==> src/rtl/softmax_normalizer.sv <==
`default_nettype none
`timescale 1ns/1ps
// ============================================================================
// Module   : softmax_normalizer
// Purpose  : Final softmax stage. For every subgraph one {num_node, sum} entry
//            is popped from the divisor FIFO, then num_node exp-values are
//            popped from the dividend FIFO. Each exp-value is divided by the
//            sum with a bit-serial restoring divider and the unsigned Q1.31
//            alpha coefficient is pushed into the alpha FIFO.
// Ports    : clk, rst_n                 - clock, async active-low reset
//            divisor_ff_*                - {num_node, sum} FIFO read side
//            dividend_ff_*               - exp-value FIFO read side
//            alpha_ff_*                  - alpha FIFO write side
//            sm_done_o                   - 1-cycle pulse, subgraph finished
// Revision : 1.0 - initial release
// ============================================================================
module softmax_normalizer #(
   parameter int SM_DATA_WIDTH     = 108,
   parameter int SM_SUM_DATA_WIDTH = 108,
   parameter int ALPHA_DATA_WIDTH  = 32,
   parameter int MAX_NODES         = 168,
   parameter int NUM_NODE_WIDTH    = $clog2(MAX_NODES)
) (
   input  logic                                      clk,
   input  logic                                      rst_n,
   input  logic [NUM_NODE_WIDTH+SM_SUM_DATA_WIDTH-1:0] divisor_ff_dout,
   input  logic                                      divisor_ff_empty,
   output logic                                      divisor_ff_rd_vld,
   input  logic [SM_DATA_WIDTH-1:0]                  dividend_ff_dout,
   input  logic                                      dividend_ff_empty,
   output logic                                      dividend_ff_rd_vld,
   output logic [ALPHA_DATA_WIDTH-1:0]               alpha_ff_din,
   input  logic                                      alpha_ff_full,
   output logic                                      alpha_ff_wr_vld,
   output logic                                      sm_done_o
);

   localparam int WOF   = ALPHA_DATA_WIDTH - 1;
   localparam int BIT_W = (WOF > 1) ? $clog2(WOF) : 1;
   // Common width for the dividend >= sum test, wide enough for either operand.
   localparam int CMP_W = ((SM_DATA_WIDTH > SM_SUM_DATA_WIDTH) ?
                           SM_DATA_WIDTH : SM_SUM_DATA_WIDTH) + 1;
   localparam logic [ALPHA_DATA_WIDTH-1:0] ALPHA_SAT = {1'b0, {WOF{1'b1}}};

   typedef enum logic [2:0] {
      S_IDLE     = 3'd0,
      S_LOAD_SUM = 3'd1,
      S_FETCH    = 3'd2,
      S_LATCH    = 3'd3,
      S_DIV      = 3'd4,
      S_PUSH     = 3'd5
   } state_t;

   state_t                              state_q;
   logic [NUM_NODE_WIDTH-1:0]           num_node_q;
   logic [NUM_NODE_WIDTH-1:0]           cnt_q;
   logic [SM_SUM_DATA_WIDTH-1:0]        sum_q;
   logic [SM_SUM_DATA_WIDTH:0]          rem_q;
   logic [ALPHA_DATA_WIDTH-1:0]         quot_q;
   logic [ALPHA_DATA_WIDTH-1:0]         alpha_q;
   logic [BIT_W-1:0]                    bit_q;

   logic [NUM_NODE_WIDTH-1:0]           w_num_in;
   logic [SM_SUM_DATA_WIDTH-1:0]        w_sum_in;
   logic [CMP_W-1:0]                    w_dvd_ext;
   logic [CMP_W-1:0]                    w_sum_ext;
   logic [SM_SUM_DATA_WIDTH+1:0]        w_shift;
   logic [SM_SUM_DATA_WIDTH+1:0]        w_sum_sh;
   logic                                w_ge;
   logic                                w_last;
   logic [ALPHA_DATA_WIDTH-1:0]         w_quot_upd;

   assign w_num_in  = divisor_ff_dout[NUM_NODE_WIDTH+SM_SUM_DATA_WIDTH-1 -: NUM_NODE_WIDTH];
   assign w_sum_in  = divisor_ff_dout[SM_SUM_DATA_WIDTH-1:0];
   assign w_dvd_ext = CMP_W'(dividend_ff_dout);
   assign w_sum_ext = CMP_W'(sum_q);

   // Partial remainder doubled; one extra bit keeps the shift lossless.
   assign w_shift  = {rem_q, 1'b0};
   assign w_sum_sh = {2'b00, sum_q};
   assign w_ge     = (w_shift >= w_sum_sh);

   // cnt_q counts pushes already made, so the current push is the last one
   // when cnt_q+1 reaches num_node.
   assign w_last = ((cnt_q + 1'b1) == num_node_q);

   always_comb begin
      w_quot_upd = quot_q;
      if (w_ge) begin
         w_quot_upd[bit_q] = 1'b1;
      end
   end

   // FIFO strobes depend on the live empty/full flags, so they are decoded
   // combinationally from the registered state. The divisor pop is also
   // qualified with rst_n because IDLE is the reset state.
   assign divisor_ff_rd_vld  = rst_n && (state_q == S_IDLE) && !divisor_ff_empty;
   assign dividend_ff_rd_vld = (state_q == S_FETCH) && !dividend_ff_empty;
   assign alpha_ff_wr_vld    = (state_q == S_PUSH) && !alpha_ff_full;
   assign alpha_ff_din       = alpha_q;
   assign sm_done_o          = ((state_q == S_LOAD_SUM) && (w_num_in == '0)) ||
                               (alpha_ff_wr_vld && w_last);

   always_ff @(posedge clk or negedge rst_n) begin
      if (!rst_n) begin
         state_q    <= S_IDLE;
         num_node_q <= '0;
         cnt_q      <= '0;
         sum_q      <= '0;
         rem_q      <= '0;
         quot_q     <= '0;
         alpha_q    <= '0;
         bit_q      <= '0;
      end else begin
         case (state_q)
            S_IDLE: begin
               if (divisor_ff_rd_vld) begin
                  state_q <= S_LOAD_SUM;
               end
            end

            // divisor_ff_dout is valid this cycle (one cycle after the pop).
            S_LOAD_SUM: begin
               num_node_q <= w_num_in;
               sum_q      <= w_sum_in;
               cnt_q      <= '0;
               state_q    <= (w_num_in == '0) ? S_IDLE : S_FETCH;
            end

            S_FETCH: begin
               if (dividend_ff_rd_vld) begin
                  state_q <= S_LATCH;
               end
            end

            // dividend_ff_dout is valid this cycle. A zero sum or a dividend
            // not below the sum skips the divider entirely.
            S_LATCH: begin
               rem_q  <= w_dvd_ext[SM_SUM_DATA_WIDTH:0];
               quot_q <= '0;
               bit_q  <= BIT_W'(WOF - 1);
               if (sum_q == '0) begin
                  alpha_q <= '0;
                  state_q <= S_PUSH;
               end else if (w_dvd_ext >= w_sum_ext) begin
                  alpha_q <= ALPHA_SAT;
                  state_q <= S_PUSH;
               end else begin
                  state_q <= S_DIV;
               end
            end

            // Restoring division, MSB of the fraction first. The quotient
            // is built in quot_q and copied to the output register only when
            // complete so alpha_ff_din never shows a partial result.
            S_DIV: begin
               quot_q <= w_quot_upd;
               if (w_ge) begin
                  rem_q <= (SM_SUM_DATA_WIDTH+1)'(w_shift - w_sum_sh);
               end else begin
                  rem_q <= w_shift[SM_SUM_DATA_WIDTH:0];
               end
               if (bit_q == '0) begin
                  alpha_q <= w_quot_upd;
                  state_q <= S_PUSH;
               end else begin
                  bit_q <= bit_q - 1'b1;
               end
            end

            S_PUSH: begin
               if (alpha_ff_wr_vld) begin
                  cnt_q   <= cnt_q + 1'b1;
                  state_q <= w_last ? S_IDLE : S_FETCH;
               end
            end

            default: begin
               state_q <= S_IDLE;
            end
         endcase
      end
   end

endmodule
`default_nettype wire
==> config.mk <==
export PLATFORM = sky130hd
export DESIGN_NAME = softmax_normalizer
export DESIGN_NICKNAME = d
export VERILOG_FILES = /design/src/rtl/softmax_normalizer.sv
export SDC_FILE = /design/constraint.sdc
export NUM_CORES = 1
export LEC_CHECK = 0
export BUFFER_PORTS_ARGS = -buffer_cell sky130_fd_sc_hd__buf_2
export CAP_MARGIN = 15
export CORE_UTILIZATION = 55
export CTS_CLUSTER_SIZE = 30
export DETAILED_ROUTE_END_ITERATION = 8
export HOLD_SLACK_MARGIN = 0.08
export MAX_ROUTING_LAYER = met4
export PLACE_DENSITY = 0.79
export SYNTH_ARGS = -nofsm -noshare
export SYNTH_HDL_FRONTEND = slang
export SYNTH_SLANG_ARGS = --single-unit
==> constraint.sdc <==
create_clock -name clk -period 3.3 [get_ports clk]
set_input_delay 0.66 -clock clk [delete_from_list [all_inputs] [get_ports clk]]
set_output_delay 0.66 -clock clk [all_outputs]
set_load 0.05 [all_outputs]
==> qor.yml, run 1 <==
synth:
  synth_cell_types: 87
  seq_area_frac_synth_pct: 32.6
  synthTopCellsByArea: "dfrtp_1 33%, ha_1 12%, o21ai_0 6.0%"
  ys.flop_type: "dfrtp_1"
  syn_inst: 2812
  synth_edf_count: 0
  netlist_area_um2: 23400
  ys_ff_latch: 305
  async_reset_ff_share_pct: 100
  synth_top_area_share_pct: 32.6
  synth-warning-count: 0
  synth_nets: 3263
  syn_area_per_cell_um2: 8.33
  synth_top_cell_by_area: "dfrtp_1"
grt:
  grt_remaining_overflow: 5
  grt_max_degree: 167
  grt_use_total_pct: 74.2
cts:
  htree_num_levels: 2
  cts-root-buf: "clkbuf_16"
  cts_made_buffers: 37
  clock_path_buffers: 3
  clock-sinks: 305
placement:
  routabilityCongestion: 1.05
  dp_hpwl_um: 74100
  io_buffers: 264
sta:
  crit_endpoint: "rem_q[97]$_DFFE_PN0N_/D"
  worst_endpoint_kind: "register data pin"
floorplan:
  initial_core_util_pct: 55.8
  rows: 75
  die_h_um: 208
  io_pins: 265
  die_x_um: 208
run_status:
  status: "stopped before the end"
  haltStage: "5_1_grt"
  toolErrorMsg: "[ERROR GRT-0232] Routing congestion too high. Check the congestion heatmap in the GUI."
==> Yosys cell counts, types with 13 or more instances <==
library cell	number
clkbuf_1	113
nor4_1	43
a21oi_1	241
o31ai_1	17
or3_1	13
a21o_1	110
o221a_2	27
buf_2	24
nand2_1	352
a31oi_1	27
nor3_1	36
nor2_1	154
a22oi_1	46
nand4_1	83
o211ai_1	29
nand3_1	40
a222oi_1	21
o21ai_0	283
o21ai_1	20
mux2i_1	59
inv_1	154
and3_1	24
o21bai_1	38
dfrtp_1	305
xor2_1	38
xnor2_1	71
o21a_1	27
ha_1	221
a211oi_1	13
==> cell families after synthesis <==
group | Yosys count | synth area share, %
AOI/OAI and AO/OA | 990 | 27.1
xor gates and xnor gates | 109 | 4.08
adders and majority gates | 222 | 11.9
buffers and inverters | 315 | 5.59
DFF | 305 | 32.6
muxes | 60 | 2.57
and+or+nand+nor | 811 | 16.2
==> routing by layer <==
| layer | GRT overflow | track usage [%] |
|---|---|---|
| met5 | - | - |
| met2 | 2 | 90.8 |
| met3 | 0 | 56.6 |
| met1 | 1 | 74.8 |
| met4 | 2 | 65.9 |
==> through the flow <==
stage	hold slack, ps	worst slack (ps)	instances	setup TNS, ps	area (um2)
4_1_cts	268	-372	4368	-36110	34200
2_1_floorplan	364	36.6	2812	0	23400
3_5_place_dp	489	-1560	4228	-117970	30700
3_3_place_gp	467	-1480	4228	-100130	30700
==> repair_timing <==
action | CTS
pin swaps | 80
endpoints found under the hold margin | 30
hold buffers | 1
resized for setup | 330
gates cloned | 17
buffers inserted | 63
setup endpoints to repair | 175
==> inputs of run 2 (changes only) <==
--- a/config.mk
+++ b/config.mk
@@ -7,12 +7,9 @@
 export LEC_CHECK = 0
 export BUFFER_PORTS_ARGS = -buffer_cell sky130_fd_sc_hd__buf_2
 export CAP_MARGIN = 15
-export CORE_UTILIZATION = 55
-export CTS_CLUSTER_SIZE = 30
+export CORE_UTILIZATION = 40
 export DETAILED_ROUTE_END_ITERATION = 8
-export HOLD_SLACK_MARGIN = 0.08
-export MAX_ROUTING_LAYER = met4
-export PLACE_DENSITY = 0.79
+export PLACE_DENSITY_LB_ADDON = 0.15
 export SYNTH_ARGS = -nofsm -noshare
 export SYNTH_HDL_FRONTEND = slang
 export SYNTH_SLANG_ARGS = --single-unit
==> constraint.sdc (replaced) <==
create_clock -name clk -period 4.29 [get_ports clk]
set_input_delay 0.858 -clock clk [delete_from_list [all_inputs] [get_ports clk]]
set_output_delay 0.858 -clock clk [all_outputs]
set_load 0.05 [all_outputs]
==> qor.yml, run 2 <==
run_status:
  status: "finished clean"
cts:
  cts_made_buffers: 40
  clock_path_buffers: 3
  clk_pin_slew_ps: 60
  tritoncts: "yes"
  htree_num_levels: 2
  clock-sinks: 305
  cts_hold_buffers: 0
  cts-root-buf: "clkbuf_16"
  clk_latency_ps: 590
synth:
  synth-warning-count: 0
  synth_nets: 3263
  synthTopCellsByCount: "352 x nand2_1, 305 x dfrtp_1, 283 x o21ai_0"
  seq_area_frac_synth_pct: 32.6
  ys.flop_type: "dfrtp_1"
  synth_cell_types: 87
  synth_edf_count: 0
  ys_ff_latch: 305
  synthTopCellsByArea: "dfrtp_1 33%, ha_1 12%, o21ai_0 6.0%"
  synth.most_common_cell: "nand2_1"
  synth_top_cell_by_area: "dfrtp_1"
  async_reset_ff_share_pct: 100
  syn_area_per_cell_um2: 8.33
  synth_top_area_share_pct: 32.6
  syn_inst: 2812
  netlist_area_um2: 23400
route:
  vias_per_cell: 5.90
  routedWlPerCell_um: 22.0
  drtIter0Drc: 1935
  ant_nets: 0
  drc: 0
  dr.pass1.iters: 9
  wirelength_um: 84800
  vias: 22700
setup_path:
  arrival_ps: 4490
  cp_max_fo: 4
  path_buf_inv: 3
  path_delay_family: "compound AO/OA/AOI/OAI gates"
  crit_slowest_cell: "o31ai_1"
  cp_data_required_time_ps: 4740
  max_stage_delay_ps: 470
  cp_cell_sequence: "inv_1 > ha_1 > a21oi_1 > o22ai_1 > o21bai_1 > a21boi_1 > buf_4 > o31ai_1 > nand3_1 > a31oi_1 > o31ai_1 > buf_4 > a31oi_1 > mux2i_1 > nor2_1"
  cp-end-kind: "register"
  crit_path_start_kind: "register"
  critPathKind: "register to register"
grt:
  grt_use_total_pct: 28.0
  antenna_found_initial: 2
  grt_pass1_vias: 22300
  grt_remaining_overflow: 0
  grt_max_degree: 159
  grt_pass1_wl_um: 131000
floorplan:
  io_pins: 265
  rows: 88
  die_h_um: 244
  dieArea_um2: 59500
  die_x_um: 244
  core_um2: 57800
  initial_core_util_pct: 40.5
layout:
  drive_above_1_share_pct: 15.9
  utilization_pct: 47.2
  area_delta_synth_final_pct: 16.5
  final_cell_mix: "352 x nand2_1, 305 x dfrtp_1, 283 x o21ai_0"
  top_regs: "rem_q (109), sum_q (108)"
  top_register: "rem_q"
  nFillCells: 5746
  largest_reg_flops: 109
  nets: 3508
  layout_commonest_cell: "nand2_1"
sta:
  timing.final.crit_share_pct: 94.2
  slew_violations: 0
  finalSetupViolations: 0
  final.min_clock_period_ps: 4040
  worstMarginPinSlew_ps: 1200
  fin_setup_tns_ps: 0
  rsz0062_at_grt: "no"
  relSlewSlack_pct: 19.8
  max_freq_mhz: 248
  hold_ws_ps: 109
  skew_ps: 16.9
  finalHoldViolCount: 0
placement:
  dp_hpwl_um: 65800
  routabilityCongestion: 0.959
  io_buffers: 264
run:
  cap_violations: 0
hold_path:
  min-delay-path-class: "input port to asynchronous set/reset pin"
## run 2: kinds of logic (layout without fill, tap and decap cells)
group                      after synthesis  in the layout  share of synthesized area (%)
buffers and inverters                  315            588                           5.59
adders and majority gates              222            222                           11.9
muxes                                   60             60                           2.57
and+or+nand+nor                        811            811                           16.2
xor gates and xnor gates               109            109                           4.08
DFF                                    305            305                           32.6
other                                    0              4                              0
AOI/OAI and AO/OA                      990            990                           27.1
## run 2: worst reg2reg max path, delay by kind of cell, from the launching register on
kind	cells	cell delay, ps
AO/OA/AOI/OAI	8	2110
buffers and inverters	3	460
flip-flops	1	440
adder cells (fa/ha/maj)	1	370
AND/OR/NAND/NOR	2	270
multiplexers	1	260
## run 2: cell type report
class / count / area [um2] / share of cell area, %
clock inverters: 17 / 280 / 1.03
repair buffers: 364 / 2160 / 7.91
diodes: 4 / 10.0 / 0.0367
clock buffers: 53 / 1130 / 4.14
inverters: 154 / 578 / 2.12
flip-flops and latches: 305 / 7630 / 28.0
well taps: 765 / 957 / 3.51
multi-input cells: 2192 / 14500 / 53.3
## run 2: metal layers
layer | global-route usage (%) | wire [um] | vias up
li1 | - | - | 10800
met3 | 4.04 | 4840 | 123
met4 | 9.89 | 2920 | 0
met5 | 0 | 0 | -
met2 | 44.7 | 38600 | 750
met1 | 38.5 | 38400 | 11100
## run 2: metrics by stage
step                      cells  cell area, um2  worst slack (ps)
after detailed placement   3780           25800               283
after global placement     3780           25800               345
after global routing       3852           27300             0.655
after floorplan            2812           23400               829
after CTS                  3850           27300               279
final                      3854           27300               250
## run 2: final timing paths
| check | cells past startpoint | end | startpoint | slack, ps |
|---|---|---|---|---|
| max | 15 | rem_q[100]$_DFFE_PN0N_ | sum_q[9]$_DFFE_PN0P_ | 250 |
| min in group clk | 3 | sum_q[21]$_DFFE_PN0P_ | divisor_ff_dout[21] | 470 |
| min | 1 | alpha_ff_din[0]$_DFFE_PN0P_ | rst_n | 110 |
| min reg2reg | 2 | num_node_q[3]$_DFFE_PN0P_ | num_node_q[3]$_DFFE_PN0P_ | 500 |
| max reg2reg | 15 | rem_q[100]$_DFFE_PN0N_ | sum_q[9]$_DFFE_PN0P_ | 250 |
| max in group asynchronous | 3 | rem_q[65]$_DFFE_PN0N_ | rst_n | 2260 |
## run 2: timing repair
action                                  in CTS  in global routing
buffers inserted                             0                  0
endpoints found under the setup margin       0                 10
resized for setup                            0                  2
Power of run 2 is not shown: default switching activity piles up to over one toggle a cycle in this logic, so the estimate is an artifact.
==> inputs of run 3 (changes only) <==
--- a/config.mk
+++ b/config.mk
@@ -5,10 +5,10 @@
 export SDC_FILE = /design/constraint.sdc
 export NUM_CORES = 1
 export LEC_CHECK = 0
-export BUFFER_PORTS_ARGS = -buffer_cell sky130_fd_sc_hd__buf_2
 export CAP_MARGIN = 15
 export CORE_UTILIZATION = 40
 export DETAILED_ROUTE_END_ITERATION = 8
+export DONT_BUFFER_PORTS = 1
 export PLACE_DENSITY_LB_ADDON = 0.15
 export SYNTH_ARGS = -nofsm -noshare
 export SYNTH_HDL_FRONTEND = slang
==> qor.yml, run 3 (same netlist as run 2, synthesis figures left out) <==
route:
  vias: 21800
  dr.pass1.iters: 6
  drc: 0
  vias_per_cell: 6.05
  ant_nets: 0
  drtIter0Drc: 1758
  wirelength_um: 85600
  routedWlPerCell_um: 23.7
setup_path:
  crit_path_start_kind: "register"
  cp_max_fo: 33
  crit-reg2reg-launch: "sum_q[11]$_DFFE_PN0P_"
  worstRegToRegCells: 14
  critPathKind: "register to register"
  arrival_ps: 4490
  startpoint: "sum_q[11]$_DFFE_PN0P_"
  r2r_slack_ps: 260
  cp-end-kind: "register"
  cp_data_required_time_ps: 4740
  r2r-end: "rem_q[88]$_DFFE_PN0N_"
sta:
  finalHoldViolCount: 0
  relSlewSlack_pct: 11.5
  timing.final.crit_share_pct: 94.0
  slew_violations: 0
  hold_ws_ps: 37.1
  finalSetupViolations: 0
  fin_setup_tns_ps: 0
  worstMarginPinSlew_ps: 1330
  skew_ps: 26.3
  final.min_clock_period_ps: 4030
  max_freq_mhz: 248
  rsz0062_at_grt: "no"
run_status:
  status: "finished clean"
grt:
  grt_pass1_wl_um: 129000
  grt_max_degree: 307
  grt_use_total_pct: 28.0
  grt_pass1_vias: 21500
  antenna_found_initial: 7
  grt_remaining_overflow: 0
layout:
  largest_reg_flops: 109
  nFillCells: 5769
  layout_commonest_cell: "nand2_1"
  nets: 3266
  final_cell_mix: "352 x nand2_1, 305 x dfrtp_1, 283 x o21ai_0"
  top_regs: "rem_q (109), sum_q (108)"
  multi_input_area_um2: 14500
  ff_latch_area_um2: 7630
  top_register: "rem_q"
  drive_above_1_share_pct: 8.61
  area_delta_synth_final_pct: 11.4
cts:
  htree_num_levels: 2
  clock_path_buffers: 3
  clk_pin_slew_ps: 70
  cts_made_buffers: 40
  clock-sinks: 305
  cts-root-buf: "clkbuf_16"
  clk_latency_ps: 590
  tritoncts: "yes"
floorplan:
  core_um2: 57800
  initial_core_util_pct: 40.5
  die_h_um: 244
  io_pins: 265
  dieArea_um2: 59500
  die_x_um: 244
  rows: 88
hold_path:
  min-delay-path-class: "input port to asynchronous set/reset pin"
run:
  cap_violations: 0
placement:
  routabilityCongestion: 0.948
  dp_hpwl_um: 65800
  io_buffers: 0
==> run 3: critical path, stage by stage (launching register included) <==
cell       delay [ps]
dfrtp_1           370
inv_1              90
ha_1              400
a21oi_2           200
o22ai_1           140
nor4_1            310
o21ai_1           220
a21o_2            280
o2111a_2          320
a211oi_4          380
o31ai_4           140
clkbuf_16         280
buf_4             210
o31ai_1           460
a21oi_1            80
==> run 3: how the worst max path moves through the flow <==
stage,slack (ps),endpoint
finish,260,rem_q[88]$_DFFE_PN0N_
global route,50,rem_q[47]$_DFFE_PN0N_
CTS,220,rem_q[79]$_DFFE_PN0N_
detailed placement,270,rem_q[79]$_DFFE_PN0N_
global placement,300,rem_q[88]$_DFFE_PN0N_
floorplan,830,alpha_ff_din[24]$_DFFE_PN0P_
==> run 3: through the flow <==
stage / instance area (um2) / instances / setup WS, ps / util (%)
final: 26100 / 3611 / 257 / 45.1
after global routing: 26100 / 3610 / 45.3 / 45.1
after CTS: 26000 / 3605 / 215 / 45.0
after detailed placement: 24700 / 3533 / 268 / 42.7
after global placement: 24700 / 3533 / 297 / 42.7
after floorplan: 23400 / 2812 / 829 / -
==> run 3: repair_timing <==
action | CTS | global route
hold endpoints to repair | 267 | 70
setup buffers | 0 | 1
gates resized for setup | 0 | 2
endpoints found under the setup margin | 0 | 4
==> run 3: final cells by class <==
type,instances,share of cell area (%)
Timing Repair Buffer,122,4.03
Inverter,154,2.22
Clock buffer,58,4.48
Clock inverter,14,0.624
Multi-Input combinational cell,2192,55.7
Sequential cell,305,29.3
Tap cell,765,3.67
Antenna cell,1,0.00959
==> run 3: routing by layer <==
layer | global-route usage, % | routed length, um | up-vias
met3 | 4.89 | 5840 | 122
li1 | - | - | 10300
met1 | 37.5 | 37600 | 10700
met2 | 45.1 | 39100 | 686
met5 | 0 | 39 | -
met4 | 10.3 | 3040 | 6
Power of run 3 is left out for the same reason.
